<file path="src/rtl/disp_scan_ctrl.sv">
// Time-multiplexed 7-segment scan controller: per-digit blank/drive slots, PWM brightness,
// registered outputs. Optional leading-zero blanking is enabled by defining DISP_SCAN_LZB_EN.
module disp_scan_ctrl #(
   parameter int NUM_DIGITS = 4,
   parameter int SCAN_DIV   = 1000,
   parameter int BLANK_CYC  = 16,
   localparam int AW        = $clog2(NUM_DIGITS)
) (
   input  logic                  clk,
   input  logic                  rst_n,
   input  logic                  ena,
   input  logic                  wr_en,
   input  logic [AW-1:0]         wr_addr,
   input  logic [4:0]            wr_data,
   input  logic [2:0]            bright,
   output logic [6:0]            seg,
   output logic                  dp,
   output logic [NUM_DIGITS-1:0] dig_sel,
   output logic                  frame_tick
);

   // Counter is at least 3 bits wide so the PWM phase bits always exist.
   localparam int CW = ($clog2(SCAN_DIV) < 3) ? 3 : $clog2(SCAN_DIV);

   typedef enum logic {ST_BLANK = 1'b0, ST_DRIVE = 1'b1} state_t;

   state_t                state_q, state_d;
   logic [CW-1:0]         slot_cnt_q, slot_cnt_d;
   logic [AW-1:0]         dig_idx_q, dig_idx_d;
   logic [4:0]            digits_q [NUM_DIGITS];
   logic [6:0]            seg_q, seg_d;
   logic                  dp_q, dp_d;
   logic [NUM_DIGITS-1:0] dig_sel_q, dig_sel_d;
   logic                  frame_tick_q, frame_tick_d;

   logic       slot_last_s, blank_last_s, idx_last_s, pwm_on_s, wr_ok_s, blank_cur_s;
   logic [4:0] cur_digit_s;
   logic [6:0] cur_seg_s;

   function automatic logic [6:0] hex_to_seg(input logic [3:0] v);
      logic [6:0] s;
      case (v)
         4'h0:    s = 7'h3F;
         4'h1:    s = 7'h06;
         4'h2:    s = 7'h5B;
         4'h3:    s = 7'h4F;
         4'h4:    s = 7'h66;
         4'h5:    s = 7'h6D;
         4'h6:    s = 7'h7D;
         4'h7:    s = 7'h07;
         4'h8:    s = 7'h7F;
         4'h9:    s = 7'h6F;
         4'hA:    s = 7'h77;
         4'hB:    s = 7'h7C;
         4'hC:    s = 7'h39;
         4'hD:    s = 7'h5E;
         4'hE:    s = 7'h79;
         4'hF:    s = 7'h71;
         default: s = 7'h00;
      endcase
      return s;
   endfunction

   assign slot_last_s  = (slot_cnt_q == CW'(SCAN_DIV - 1));
   assign blank_last_s = (slot_cnt_q == CW'(BLANK_CYC - 1));
   assign idx_last_s   = (dig_idx_q == AW'(NUM_DIGITS - 1));
   assign pwm_on_s     = (slot_cnt_q[2:0] <= bright);
   assign wr_ok_s      = wr_en && ({1'b0, wr_addr} < (AW + 1)'(NUM_DIGITS));
   assign cur_digit_s  = digits_q[dig_idx_q];
   assign cur_seg_s    = blank_cur_s ? 7'h00 : hex_to_seg(cur_digit_s[3:0]);

`ifdef DISP_SCAN_LZB_EN
   logic                  zero_above_s;
   logic [NUM_DIGITS-1:0] lzb_mask_s;

   // A digit is blanked when it and every higher digit hold zero; digit 0 always shows.
   always_comb begin
      zero_above_s = 1'b1;
      lzb_mask_s   = '0;
      for (int i = NUM_DIGITS - 1; i >= 1; i--) begin
         zero_above_s  = zero_above_s && (digits_q[i][3:0] == 4'd0);
         lzb_mask_s[i] = zero_above_s;
      end
   end

   assign blank_cur_s = lzb_mask_s[dig_idx_q];
`else
   assign blank_cur_s = 1'b0;
`endif

   // Next-state and next-output logic; ena low freezes the scan and darkens the outputs.
   always_comb begin
      state_d      = state_q;
      slot_cnt_d   = slot_cnt_q;
      dig_idx_d    = dig_idx_q;
      seg_d        = 7'h00;
      dp_d         = 1'b0;
      dig_sel_d    = '0;
      frame_tick_d = 1'b0;
      if (ena) begin
         case (state_q)
            ST_BLANK: begin
               if (blank_last_s) state_d = ST_DRIVE;
               else              state_d = ST_BLANK;
            end
            ST_DRIVE: begin
               dig_sel_d = {{(NUM_DIGITS - 1){1'b0}}, 1'b1} << dig_idx_q;
               if (pwm_on_s) begin
                  seg_d = cur_seg_s;
                  dp_d  = cur_digit_s[4];
               end else begin
                  seg_d = 7'h00;
                  dp_d  = 1'b0;
               end
               if (slot_last_s) state_d = ST_BLANK;
               else             state_d = ST_DRIVE;
            end
            default: state_d = ST_BLANK;
         endcase
         if (slot_last_s) begin
            slot_cnt_d   = '0;
            dig_idx_d    = idx_last_s ? '0 : dig_idx_q + AW'(1);
            frame_tick_d = idx_last_s;
         end else begin
            slot_cnt_d   = slot_cnt_q + CW'(1);
         end
      end else begin
         state_d = state_q;
      end
   end

   // Scan state and registered outputs.
   always_ff @(posedge clk or negedge rst_n) begin
      if (!rst_n) begin
         state_q      <= ST_BLANK;
         slot_cnt_q   <= '0;
         dig_idx_q    <= '0;
         seg_q        <= 7'h00;
         dp_q         <= 1'b0;
         dig_sel_q    <= '0;
         frame_tick_q <= 1'b0;
      end else begin
         state_q      <= state_d;
         slot_cnt_q   <= slot_cnt_d;
         dig_idx_q    <= dig_idx_d;
         seg_q        <= seg_d;
         dp_q         <= dp_d;
         dig_sel_q    <= dig_sel_d;
         frame_tick_q <= frame_tick_d;
      end
   end

   // Digit registers accept writes regardless of ena.
   always_ff @(posedge clk or negedge rst_n) begin
      if (!rst_n) begin
         digits_q <= '{default: 5'd0};
      end else if (wr_ok_s) begin
         digits_q[wr_addr] <= wr_data;
      end else begin
         digits_q <= digits_q;
      end
   end

   assign seg        = seg_q;
   assign dp         = dp_q;
   assign dig_sel    = dig_sel_q;
   assign frame_tick = frame_tick_q;

endmodule

</file>
<file path="config.mk">
export PLATFORM = sky130hd
export DESIGN_NAME = disp_scan_ctrl
export DESIGN_NICKNAME = d
export VERILOG_FILES = /design/src/rtl/disp_scan_ctrl.sv
export SDC_FILE = /design/constraint.sdc
export NUM_CORES = 1
export LEC_CHECK = 0
export ABC_AREA = 1
export ABC_CLOCK_PERIOD_IN_PS = 3400
export BUFFER_PORTS_ARGS = -buffer_cell sky130_fd_sc_hd__buf_2
export CORE_UTILIZATION = 60
export DETAILED_ROUTE_END_ITERATION = 8
export GPL_ROUTABILITY_DRIVEN = 0
export PLACE_DENSITY_LB_ADDON = 0.05
export SETUP_SLACK_MARGIN = 0.15
export SLEW_MARGIN = 40
export SYNTH_ARGS = -nofsm -noshare
export SYNTH_HDL_FRONTEND = slang
export SYNTH_SLANG_ARGS = --single-unit
export TNS_END_PERCENT = 30
</file>
<file path="constraint.sdc">
create_clock -name clk -period 3.4 [get_ports clk]
set_input_delay 0.68 -clock clk [delete_from_list [all_inputs] [get_ports clk]]
set_output_delay 0.68 -clock clk [all_outputs]
set_load 0.03 [all_outputs]
</file>
### Word-level counts from Yosys, hierarchy flattened

Memory sizes are Yosys's and may differ from the RTL's.
Index checks and enable logic that the tools add are counted.

* bits in registers: 46
* ROM bits: 112
* output and inout bits: 13
* logic and storage cells: 48
* memories: 1

Memory list
* (name not given): depth 16, bits a word 7, read ports 1, clocked after Yosys merged registers in 0, write ports 0, line 42 `case (v)`

* $add $sub $neg: 2
* magnitude comparators: 4
* equal/unequal tests: 3
* shifts and indexed selects: 1
* multiplexer cells: 21
* bitwise logic cells: 3
* reductions and logical operators: 2

Operators by type and width (count)
* $mux W7: 3
* $bwmux W20: 1
* $mux W5: 3
* $add A10 B1 Y10 const B: 1
* $bmux W5 S2: 1
* $demux W5 S2: 1
* $eq A10 B10 Y1 const B: 1
* $eq A10 B4 Y1 const B: 1
* $mux W10: 1
* $mux W4: 2
* $mux W1: 7
* $ge A3 B3 Y1 const B: 2
* $not A2 Y3: 2
* $shl A1 B2 Y4 const A: 1
* $le A3 B3 Y1: 1
* $lt A3 B1 Y1 const B: 1
* $add A2 B1 Y2 const B: 1
* $eq A2 B2 Y1 const B: 1
* $mux W2: 1
* $pmux W1 S2: 1
* $reduce_and A2 Y1: 1
* $logic_and A1 B1 Y1: 1
* $not A1 Y1: 1

### Longest topological paths before layout

Gate-level depths: netlist of the first run.
An unclocked memory read counts as a cell.

* depth in word-level cells: 8
* depth in mapped cells: 12
* depth with buffers taken out: 11

### Worst setup path after synthesis of the first run

No wires, ideal clock.

* path kind: input-to-reg
* start: input port bright[2]
* end: register seg_q[0], in the netlist seg[0]
* arrival time: 1712 ps
* path slack: 1617 ps
* cell stages on the path: 7
* path through: inv_1 -> ha_1 -> a21oi_1 -> o21ai_0 -> a21oi_1 -> nand2_1 -> nor2_1

* word-level cells in the longest chain between the ends: 4

Ends and longest elaborated chain
* start, declared: line 15 `input logic [2:0] bright,`
* $le A3 B3 Y1: line 67 `assign pwm_on_s = (slot_cnt_q[2:0] <= bright);`
* $mux W7: line 108 `if (pwm_on_s) begin`
* $mux W7: line 101 `case (state_q)`
* $mux W7: line 100 `if (ena) begin`
* via seg_d[0]: line 31 `logic [6:0] seg_q, seg_d;`
* end signal, assigned: line 146 `seg_q <= seg_d;`
* end, declared: line 31

The timed path passes the listed nets, and every way through them passes these cells.
A chain may end at the register's enable or synchronous reset.

### Worst setup path in the final report of the first run

* start: register dig_idx_q[0]
* end: register seg_q[3], in the netlist seg[3]

* word-level cells in the longest chain between the ends: 8

Ends and longest elaborated chain
* start, declared: line 29 `logic [AW-1:0] dig_idx_q, dig_idx_d;`
* start signal, assigned: line 145 `dig_idx_q <= dig_idx_d;`
* $not A2 Y3 (not written as such): line 69 `assign cur_digit_s = digits_q[dig_idx_q];`
* $bmux W5 S2: line 69
* $mux W5 (not written as such) (2 in a row): line 69
* $mem_v2 Z16 W7
* $mux W7: line 108
* $mux W7: line 101
* $mux W7: line 100
* via seg_d[3]: line 31

The timed path passes the listed nets, and every way through them passes these cells. The select of a mux whose other input is x is not followed.

==> results of run 1 <==
[routing by layer]
layer  vias to the layer above  share of wire, %  global-route usage (%)
met5                         -                 0                       0
met4                         0               1.3                    7.88
met2                        43                43                    38.9
met1                       867                52                    35.0
li1                        998                 -                       -
met3                         5               3.8                    4.69
[where the power goes]
part           leakage, nW  total, W  switching, W  internal [W]
Sequential           0.576  0.000701     0.0000726      0.000628
Combinational        0.807  0.000329      0.000210      0.000118
Clock               0.0482  0.000340      0.000176      0.000164
Total                 1.43   0.00137      0.000459      0.000911
[cell usage after synthesis, drive strengths merged]
cell type	number
dfrtp	46
o21ai	30
o22ai	1
a21oi	8
inv	39
and2	1
nand2	83
nor2	31
buf	4
xor2	1
ha	14
nand4	4
nor3	4
nor4	1
nand3	29
[kinds of logic after synthesis]
| family | after synthesis |
|---|---|
| adders and majority gates | 14 |
| AOI/OAI and AO/OA | 39 |
| DFF | 46 |
| buffers and inverters | 43 |
| and+or+nand+nor | 153 |
| xor gates and xnor gates | 1 |
[sequential cells by signal, indices dropped and copies added, names as in the netlist]
name,count
digits_q,20
slot_cnt_q,10
seg,7
dig_sel,4
dig_idx_q,2
dp,1
frame_tick,1
state_q,1
[stage by stage]
step           power, W  std cells  util [%]
6_report        0.00137        374      70.6
5_1_grt         0.00146        374      70.6
4_1_cts         0.00138        374      70.6
3_5_place_dp    0.00104        366      68.1
3_3_place_gp    0.00102        366      68.1
2_1_floorplan  0.000947        296         -
[final cells by class]
cell class / count / area share, %
inverters: 39 / 5.54
multi-input cells: 207 / 40.2
well taps: 48 / 2.27
clock buffers: 7 / 3.27
repair buffers: 26 / 5.02
clock inverters: 1 / 0.189
flip-flops and latches: 46 / 43.6
[worst paths after layout]
path | start | to | slack (ps) | depth (start not counted)
setup / recovery | dig_idx_q[0] | seg[3] | 1370 | 11
hold / removal | rst_n | slot_cnt_q[2] | 370 | 1
setup reg to reg | dig_idx_q[0] | seg[3] | 1370 | 11
hold reg to reg | digits_q[14] | digits_q[14] | 490 | 2
max in group asynchronous | rst_n | digits_q[16] | 2650 | 1
min in group clk | digits_q[14] | digits_q[14] | 490 | 2
[worst reg2reg max path: stages, from the launching register on]
cell,delay (ps)
dfrtp_1,620
inv_2,210
nand2_1,100
nand3_1,60
nand2_1,230
inv_1,110
ha_1,270
inv_1,90
nand2_2,60
nand3_2,70
nand2_1,50
nor2_1,100
==> impl_summary.log, run 1 <==
[metrics] 1st-iter DRT viols: 169
[metrics] global-route wire length before repair: 8.00 mm
[metrics] worst-path maximum fanout: 14
[metrics] worst-skew pair later-pin latency: 290 ps
[metrics] buffers added on ports: 26
[metrics] post-route setup TNS: 0 ps
[metrics] number of max-cap violations: 0
[metrics] via count of the first global-routing pass: 1,823
[metrics] area share of xor/xnor cells in the synthesized design: 0.365%
[metrics] share of the synthesized area in compound gates (AO/OA/AOI/OAI): under 10%
[metrics] number of nets still failing antenna checks after routing: 0
[metrics] slew at the pin with the worst max-slew slack: 564 ps
[metrics] average instance area after synthesis: 8.11 sq um
[metrics] Yosys top cell by area: dfrtp_1
[metrics] worst hold slack across all endpoints: 369 ps
[metrics] initial antenna violation count: 0
[metrics] final setup slack of the worst path: 1370 ps
[metrics] area growth from synthesis to layout: 10.1%
[metrics] clk slew on worst S/H paths: 80 ps
[metrics] root buffer selected by CTS: clkbuf_8
[metrics] total clock sinks: 46
[metrics] nets: around 350
[metrics] cell chain of the critical path: inv_2 > nand2_1 > nand3_1 > nand2_1 > inv_1 > ha_1 > inv_1 > nand2_2 > nand3_2 > nand2_1 > nor2_1
[metrics] vias per std cell: 5.11
[metrics] share of synthesized cell area in and, or, nand and nor gates: 28.4%
[metrics] Fill cells: 321
[metrics] buffers inserted by post-CTS timing repair: 0
[metrics] wire length after detailed routing: 4.55 mm
[metrics] pwr dens: 518 nW/um^2
[metrics] slowest library cell on the worst path: dfrtp_1
[metrics] height of the die: ~65 um
[metrics] crit path buf inv count: 3
[metrics] remaining design rule violation count: 0
[metrics] GRT Overall Usage: 24.9%
[metrics] Final period util: 59.8%
[metrics] count of inserted antenna diode cells: 0
[metrics] combinational family with the most area after synthesis: simple AND/OR/NAND/NOR gates
[metrics] maximum number of pins on one net before global-route repair: 47
[metrics] total clock buffers created by CTS: 5
[metrics] Most common cell on crit path: nand2_1
[metrics] maximum count of clock buffers along a single path: 2
[metrics] unrepaired setup endpoints after global routing: no
[metrics] starting density of the core: 64.1%
[metrics] overall die width: around 65 um
[metrics] endpoints failing hold: 0
[metrics] final critical-path required period: 2030 ps
[metrics] final routed wire length divided by cell count: 12.2 um
[metrics] Site Rows: 22
[metrics] number of iterations in the first detailed-routing pass: 6
[metrics] number of slew-limit violations in the final report: 0
[metrics] nature of the critical path startpoint: flip-flop
[metrics] count of endpoints failing setup in the final report: 0
[metrics] Synth top area share: 48.0%
[metrics] HPWL reported at the end of detailed placement: between 3 and 4 mm
[metrics] TritonCTS clock tree: done
[metrics] design area: 2640 sq um
[metrics] CTS H-Tree Depth: 2
[metrics] timing-limited maximum frequency: 492 MHz
[metrics] summed instance area of the synthesized netlist: 2400 sq um
[metrics] Post-Synthesis Net Count: ~320
[metrics] top library cells by usage in the layout, fill and taps aside: nand2_1, dfrtp_1, inv_1, nor2_1, o21ai_0
[metrics] Post-Place Worst Slack: 1230 ps
[metrics] Setup Skew: 3.71 ps
[metrics] worst-case headroom to the max-slew limit: about 62%
[metrics] Post-Synthesis Cells: 296
[metrics] Yosys Warn Count: 0
[metrics] Worst Path Class, Setup: reg2reg
[metrics] total area of sequential cells: 1150 sq um
[metrics] count of state elements after synthesis: 46
[metrics] sequential-to-total area share from yosys stat: approximately 48%
[metrics] library cells used by synthesis: 21
[metrics] Multi-input gate area: about 1100 sq um
[metrics] share of synthesized area spent on multiplexers: 0%
[metrics] Post-Synth Adder-Cell Area: 7.30%
[metrics] arrival time worst endpoint: around 2300 ps
[metrics] Floorplan Core Area: around 3700 sq um
[metrics] overall via count from detail_route: around 1,900
[metrics] kind of end point of the critical path: flip-flop
[metrics] critical path data required time: between 3000 and 4000 ps
[metrics] overflow left after global routing: 0
[metrics] Post-DP Area: roughly 2600 sq um
[metrics] share of cells above drive strength 1: 14.1%
[metrics] number of buffers inserted by hold repair at cts: 0
[metrics] worst vdd ir: 0.336 mV
[metrics] Gates resized, CTS repair: 0
[metrics] number of top-level pins: 27
[metrics] LEAKAGE: 1.43 nW
[metrics] die area: between 4000 and 5000 sq um
[metrics] result of the run: finished clean
[metrics] family with the most delay on the worst path: simple AND/OR/NAND/NOR gates
[metrics] top cells by area, synth: dfrtp_1, nand2_1, ha_1
[metrics] most common library cell in the layout ignoring fill and taps: nand2_1
[metrics] hold crit path type: in2async
[metrics] CP peak stage delay: 620 ps
Power figures use the tool's default switching activity.
==> run 2, diff against run 1 <==
ABC_CLOCK_PERIOD_IN_PS = 1800   (was 3400)
CORE_UTILIZATION = 52   (was 60)
clock period = 1.8 ns   (was 3.4 ns; I/O delays follow)
==> run 2 against run 1 <==
Compared with the run above: register-to-register slack worse by 1100 ps; setup slack lost 1100 ps; clock skew grew 7.2 ps; fmax grew 29%; die area grew 15%; combinational power grew 100%; critical path type unchanged.
==> impl_summary.log, run 2 (same netlist as run 1, synthesis figures left out) <==
[metrics] number of iterations in the first detailed-routing pass: 4 (-2)
[metrics] most common library cell in the layout ignoring fill and taps: nand2_1
[metrics] slew at the pin with the worst max-slew slack: 477 ps (-87.4 ps)
[metrics] HPWL reported at the end of detailed placement: 3.38 mm (+0.33%)
[metrics] area growth from synthesis to layout: 15.1%
[metrics] Floorplan Core Area: 4380 sq um (+17%)
[metrics] overall die width: 69.9 um (+7.2%)
[metrics] maximum count of clock buffers along a single path: 2 (unchanged)
[metrics] total clock buffers created by CTS: 5 (unchanged)
[metrics] root buffer selected by CTS: clkbuf_8
[metrics] Setup Skew: 11.0 ps (+7.24 ps)
[metrics] die area: 4890 sq um (+15%)
[metrics] endpoints failing hold: 0 (unchanged)
[metrics] final critical-path required period: 1580 ps (-453 ps)
[metrics] maximum number of pins on one net before global-route repair: 28 (-40%)
[metrics] wire length after detailed routing: 4.57 mm (+0.35%)
[metrics] LEAKAGE: 1.48 nW (+3.5%)
[metrics] number of nets still failing antenna checks after routing: 0 (unchanged)
[metrics] number of flip-flops under the largest register name: 20 (unchanged)
[metrics] post-route setup TNS: 0 ps (unchanged)
[metrics] via count of the first global-routing pass: 1,720 (-5.7%)
[metrics] unrepaired setup endpoints after global routing: yes
[metrics] R2R cell count: 9 (-2)
[metrics] count of inserted antenna diode cells: 0 (unchanged)
[metrics] final routed wire length divided by cell count: 11.8 um (-3.0%)
[metrics] vias per std cell: 4.99 (-2.3%)
[metrics] timing-limited maximum frequency: 633 MHz (+29%)
[metrics] height of the die: 69.9 um (+7.2%)
[metrics] kind of end point of the critical path: flip-flop
[metrics] Layout Utilization: 63.0% (-7.6 points)
[metrics] count of endpoints failing setup in the final report: 0 (unchanged)
[metrics] Worst Path Class, Setup: reg2reg
[metrics] arrival time worst endpoint: 1760 ps (-510 ps)
[metrics] number of top-level pins: 27 (unchanged)
[metrics] hold crit path type: in2async
[metrics] nets: 362 (+2.5%)
[metrics] TritonCTS clock tree: done
[metrics] nature of the critical path startpoint: flip-flop
[metrics] worst-skew pair later-pin latency: 300 ps (about the same)
[metrics] pwr dens: 988 nW/um^2 (+91%)
[metrics] R2R Path Start: dig_idx_q[0]
[metrics] overflow left after global routing: 0 (unchanged)
[metrics] share of cells above drive strength 1: 19.1% (+5.0 points)
[metrics] Site Rows: 24 (+9.1%)
[metrics] Final period util: 87.8% (+28 points)
[metrics] critical path data required time: 1980 ps (-1650 ps)
[metrics] Fill cells: 393 (+22%)
[metrics] worst-case headroom to the max-slew limit: 68.2% (+5.8 points)
[metrics] initial antenna violation count: 0 (unchanged)
[metrics] worst reg2reg endpoint: seg[3]
[metrics] starting density of the core: 54.7% (-9.4 points)
[metrics] worst-path maximum fanout: 8 (-6)
[metrics] Reg2Reg Setup Slack: 220 ps (-1150 ps)
[metrics] number of buffers inserted by hold repair at cts: 0 (unchanged)
[metrics] clk slew on worst S/H paths: 90 ps (about the same)
[metrics] global-route wire length before repair: 8.16 mm (+1.9%)
[metrics] result of the run: finished clean
[metrics] number of max-cap violations: 0 (unchanged)
[metrics] GRT Overall Usage: 21.1% (-3.8 points)
[metrics] number of slew-limit violations in the final report: 0 (unchanged)
[metrics] top library cells by usage in the layout, fill and taps aside: nand2_1, dfrtp_1, inv_1, nor2_1, o21ai_0
[metrics] CTS H-Tree Depth: 2 (unchanged)
[metrics] remaining design rule violation count: 0 (unchanged)
[metrics] register with the most flip-flops: digits_q
[metrics] buffers added on ports: 26 (unchanged)
[metrics] worst vdd ir: 0.604 mV (+80%)
[metrics] 1st-iter DRT viols: 130 (-23%)
[metrics] total clock sinks: 46 (unchanged)
[metrics] overall via count from detail_route: 1,933 (+1.0%)
[run 2: changes by cell type in the layout (fill, tap and decap cells not counted), sizes merged]
| cell | previous run | this run |
|---|---|---|
| buf | 26 | 35 |
| clkbuf | 7 | 5 |
| bufinv | 0 | 1 |
| clkinv | 1 | 2 |
[run 2: worst max-delay path, cell delays in order (launching register included)]
cell     delay [ps]
dfrtp_2         470
inv_4           100
nand2_1          60
nand3_1          60
nand2_1         120
ha_1            350
nand3_1         130
nand3_2          90
nand2_1          60
nor2_1           30
[run 2: worst max path at each step]
stage / start / to
floorplan: dig_idx_q[0] / seg[0]
global placement: dig_idx_q[0] / seg[0]
detailed placement: dig_idx_q[0] / seg[3]
CTS: dig_idx_q[0] / seg[3]
global route: dig_idx_q[0] / seg[3]
finish: dig_idx_q[0] / seg[3]
[run 2: area by class of cell]
class,count,area (sq um),share of cell area (%)
clock buffers,5,68.8,2.49
clock inverters,3,40.0,1.45
inverters,39,149,5.39
multi-input cells,207,1080,38.9
flip-flops and latches,46,1150,41.8
well taps,52,65.1,2.36
repair buffers,35,210,7.61
[run 2: where the power goes]
group / internal (W) / switching (W)
Combinational: 0.000249 / 0.000411
Sequential: 0.00119 / 0.000126
Clock: 0.000409 / 0.000344
[run 2: metal layers]
metal  global-route usage [%]  wire length, um
met5                        0                0
met1                     32.0             2370
met4                     5.33               49
met3                     4.47              204
met2                     30.8             1940
[run 2: through the flow]
step	cell area (sq um)	hold slack [ps]	cells	setup slack, ps	total power, W
floorplan	2400	64.4	296	227	0.00179
global placement	2620	343	377	207	0.00195
detailed placement	2620	349	377	160	0.00196
CTS	2730	23.2	385	153	0.00271
global route	2760	35.8	387	104	0.00292
finish	2760	6.32	387	219	0.00273
[run 2: repair_timing]
action                                  4_1_cts  5_1_grt
endpoints found under the setup margin        2        8
resized for setup                             1        8
setup buffers                                 0        2
pin swaps                                     0        1
==> run 3, diff against run 2 <==
CELL_PAD_IN_SITES_DETAIL_PLACEMENT = 0   (was default)
CELL_PAD_IN_SITES_GLOBAL_PLACEMENT = 1   (was default)
CORE_UTILIZATION = 39   (was 52)
==> run 3 against run 2 <==
Compared with the run above: final area rose by 0.72%; clock skew decreased by 1.2 ps; die area grew 32%; routed wire length increased by 8.3%; via count down 1.5%; sequential share of layout area down 0.30 points; critical path depth rose by 2; final cell count up 5.9%; register-to-register slack worse by 20 ps; highest routed layer unchanged; power decreased by 3.2%; clock-buffer cell count is 1 higher.
==> impl_summary.log, run 3 (same netlist as run 1, synthesis figures left out) <==
[metrics] result of the run: finished clean
[metrics] Power Total: 0.00264 W (-3.2%)
[metrics] worst-skew pair later-pin latency: 300 ps (about the same)
[metrics] area growth from synthesis to layout: 16.0%
[metrics] remaining design rule violation count: 0 (unchanged)
[metrics] HPWL reported at the end of detailed placement: 3.80 mm (+12%)
[metrics] most common library cell in the layout ignoring fill and taps: nand2_1
[metrics] nets: 362 (unchanged)
[metrics] clk slew on worst S/H paths: 90 ps (about the same)
[metrics] worst hold slack across all endpoints: 6.13 ps (-0.192 ps)
[metrics] number of nets still failing antenna checks after routing: 0 (unchanged)
[metrics] share of cells above drive strength 1: 19.4% (+0.30 points)
[metrics] maximum number of pins on one net before global-route repair: 28 (unchanged)
[metrics] number of iterations in the first detailed-routing pass: 4 (unchanged)
[metrics] root buffer selected by CTS: clkbuf_8
[metrics] R2R Path Start: dig_idx_q[0]
[metrics] unrepaired setup endpoints after global routing: yes
[metrics] Site Rows: 28 (+17%)
[metrics] number of flip-flops under the largest register name: 20 (unchanged)
[metrics] total clock buffers created by CTS: 5 (unchanged)
[metrics] Worst Path Class, Setup: reg2reg
[metrics] initial antenna violation count: 0 (unchanged)
[metrics] met3 routed WL: 152 um (-25%)
[metrics] overflow left after global routing: 0 (unchanged)
[metrics] height of the die: 80.4 um (+15%)
[metrics] vias per std cell: 4.64 (-7.0%)
[metrics] global-route wire length before repair: 8.73 mm (+7.0%)
[metrics] number of max-cap violations: 0 (unchanged)
[metrics] buffers added on ports: 26 (unchanged)
[metrics] uppermost layer routed: met4
[metrics] Setup Skew: 9.75 ps (-1.20 ps)
[metrics] Fill cells: 590 (+50%)
[metrics] CP Launch Point: dig_idx_q[0]
[metrics] count of endpoints failing setup in the final report: 0 (unchanged)
[metrics] CTS H-Tree Depth: 2 (unchanged)
[metrics] Floorplan Core Area: 5920 sq um (+35%)
[metrics] slew at the pin with the worst max-slew slack: 481 ps (+3.66 ps)
[metrics] TritonCTS clock tree: done
[metrics] overall via count from detail_route: 1,904 (-1.5%)
[metrics] GRT Overall Usage: 17.7% (-3.3 points)
[metrics] Post-Place Worst Slack: 149 ps (-10.6 ps)
[metrics] critical path data required time: 2040 ps (+60 ps)
[metrics] total clock sinks: 46 (unchanged)
[metrics] Met2 Routed Length: 2.18 mm (+12%)
[metrics] Final period util: 88.7% (+0.84 points)
[metrics] post-route setup TNS: 0 ps (unchanged)
[metrics] maximum count of clock buffers along a single path: 2 (unchanged)
[metrics] worst-path maximum fanout: 8 (unchanged)
[metrics] number of slew-limit violations in the final report: 0 (unchanged)
[metrics] top library cells by usage in the layout, fill and taps aside: nand2_1, dfrtp_1, inv_1, nor2_1, o21ai_0
[metrics] number of top-level pins: 27 (unchanged)
[metrics] slowest library cell on the worst path: dfrtp_2
[metrics] crit path buf inv count: 3 (+2)
[metrics] nature of the critical path startpoint: flip-flop
[metrics] worst-case headroom to the max-slew limit: 68.0% (-0.24 points)
[metrics] timing-limited maximum frequency: 627 MHz (-0.95%)
[metrics] overall die width: 80.4 um (+15%)
[metrics] Reg2Reg Setup Slack: 200 ps (-20 ps)
[metrics] pwr dens: 949 nW/um^2 (-3.9%)
[metrics] CP peak stage delay: 470 ps (about the same)
[metrics] Most common cell on crit path: nand3_1
[metrics] LEAKAGE: 1.48 nW (-0.42%)
[metrics] final critical-path required period: 1600 ps (+15.2 ps)
[metrics] final setup slack of the worst path: 204 ps (-15.2 ps)
[metrics] final routed wire length divided by cell count: 12.1 um (+2.2%)
[metrics] register with the most flip-flops: digits_q
[metrics] 1st-iter DRT viols: 67 (-48%)
[metrics] count of inserted antenna diode cells: 0 (unchanged)
[metrics] worst vdd ir: 0.470 mV (-22%)
[metrics] WL met1: 2.57 mm (+8.5%)
[metrics] kind of end point of the critical path: flip-flop
[metrics] via count of the first global-routing pass: 1,827 (+6.2%)
[metrics] cell chain of the critical path: inv_4 > nand2_1 > nand3_1 > nand2_2 > buf_4 > ha_1 > inv_1 > nand3_1 > nand3_1 > nand2_1 > nor2_1
[metrics] hold crit path type: in2async
[metrics] starting density of the core: 40.5% (-14 points)
[metrics] family with the most delay on the worst path: simple AND/OR/NAND/NOR gates
[metrics] wire length after detailed routing: 4.94 mm (+8.3%)
[metrics] die area: 6470 sq um (+32%)
[metrics] arrival time worst endpoint: 1830 ps (+70 ps)
[metrics] endpoints failing hold: 0 (unchanged)
## run 3: changes by cell type in the layout (fill, tap and decap cells not counted), sizes merged
cell	delta
clkinv	-1
clkbuf	+1
clkinvlp	+1
bufinv	-1
## run 3: power by group
| part | switching, W | internal, W | total, W |
|---|---|---|---|
| logic | 0.000405 | 0.000248 | 0.000653 |
| clock network | 0.000359 | 0.000309 | 0.000668 |
| registers | 0.000131 | 0.00119 | 0.00132 |
## run 3: path summary, 6_finish.rpt
check / to / depth (start not counted)
max in group asynchronous: dig_idx_q[0] / 2
setup reg to reg: seg[0] / 11
setup / recovery: seg[0] / 11
min in group clk: digits_q[6] / 3
hold reg to reg: digits_q[9] / 2
hold / removal: dig_sel[3] / 1
## run 3: layout make-up
cell class                      instances  area (sq um)  share of cell area (%)
Multi-Input combinational cell        207          1080                    38.8
Sequential cell                        46          1150                    41.5
Tap cell                               75          93.8                    3.37
Clock buffer                            6          82.6                    2.97
Clock inverter                          2          12.5                   0.450
Timing Repair Buffer                   35           210                    7.55
Inverter                               39           149                    5.35
## run 3: repair_timing
item / CTS / global route
hold buffers: 0 / 0
endpoints found under the setup margin: 2 / 8
pin swaps: 0 / 2
gates cloned: 0 / 0
gates resized for setup: 1 / 9
setup buffers: 0 / 1
## run 3: routing by layer
metal,GRT usage [%],up-vias
li1,-,1019
met5,0,-
met2,28.2,29
met3,3.75,4
met4,4.29,0
met1,24.5,852
## run 3: worst reg2reg max path, cell delays in order, from the launching register on
cell and delay, ps:
dfrtp_2 470, inv_4 90, nand2_1 60, nand3_1 80, nand2_2 70, buf_4 160, ha_1 210, inv_1 70
nand3_1 80, nand3_1 70, nand2_1 50, nor2_1 120
## run 3: through the flow
step           area, sq um  util (%)  instances
6_report              2780      47.0        410
5_1_grt               2780      47.0        410
4_1_cts               2750      46.5        409
3_5_place_dp          2660      44.8        401
3_3_place_gp          2660      44.8        401
2_1_floorplan         2400         -        296
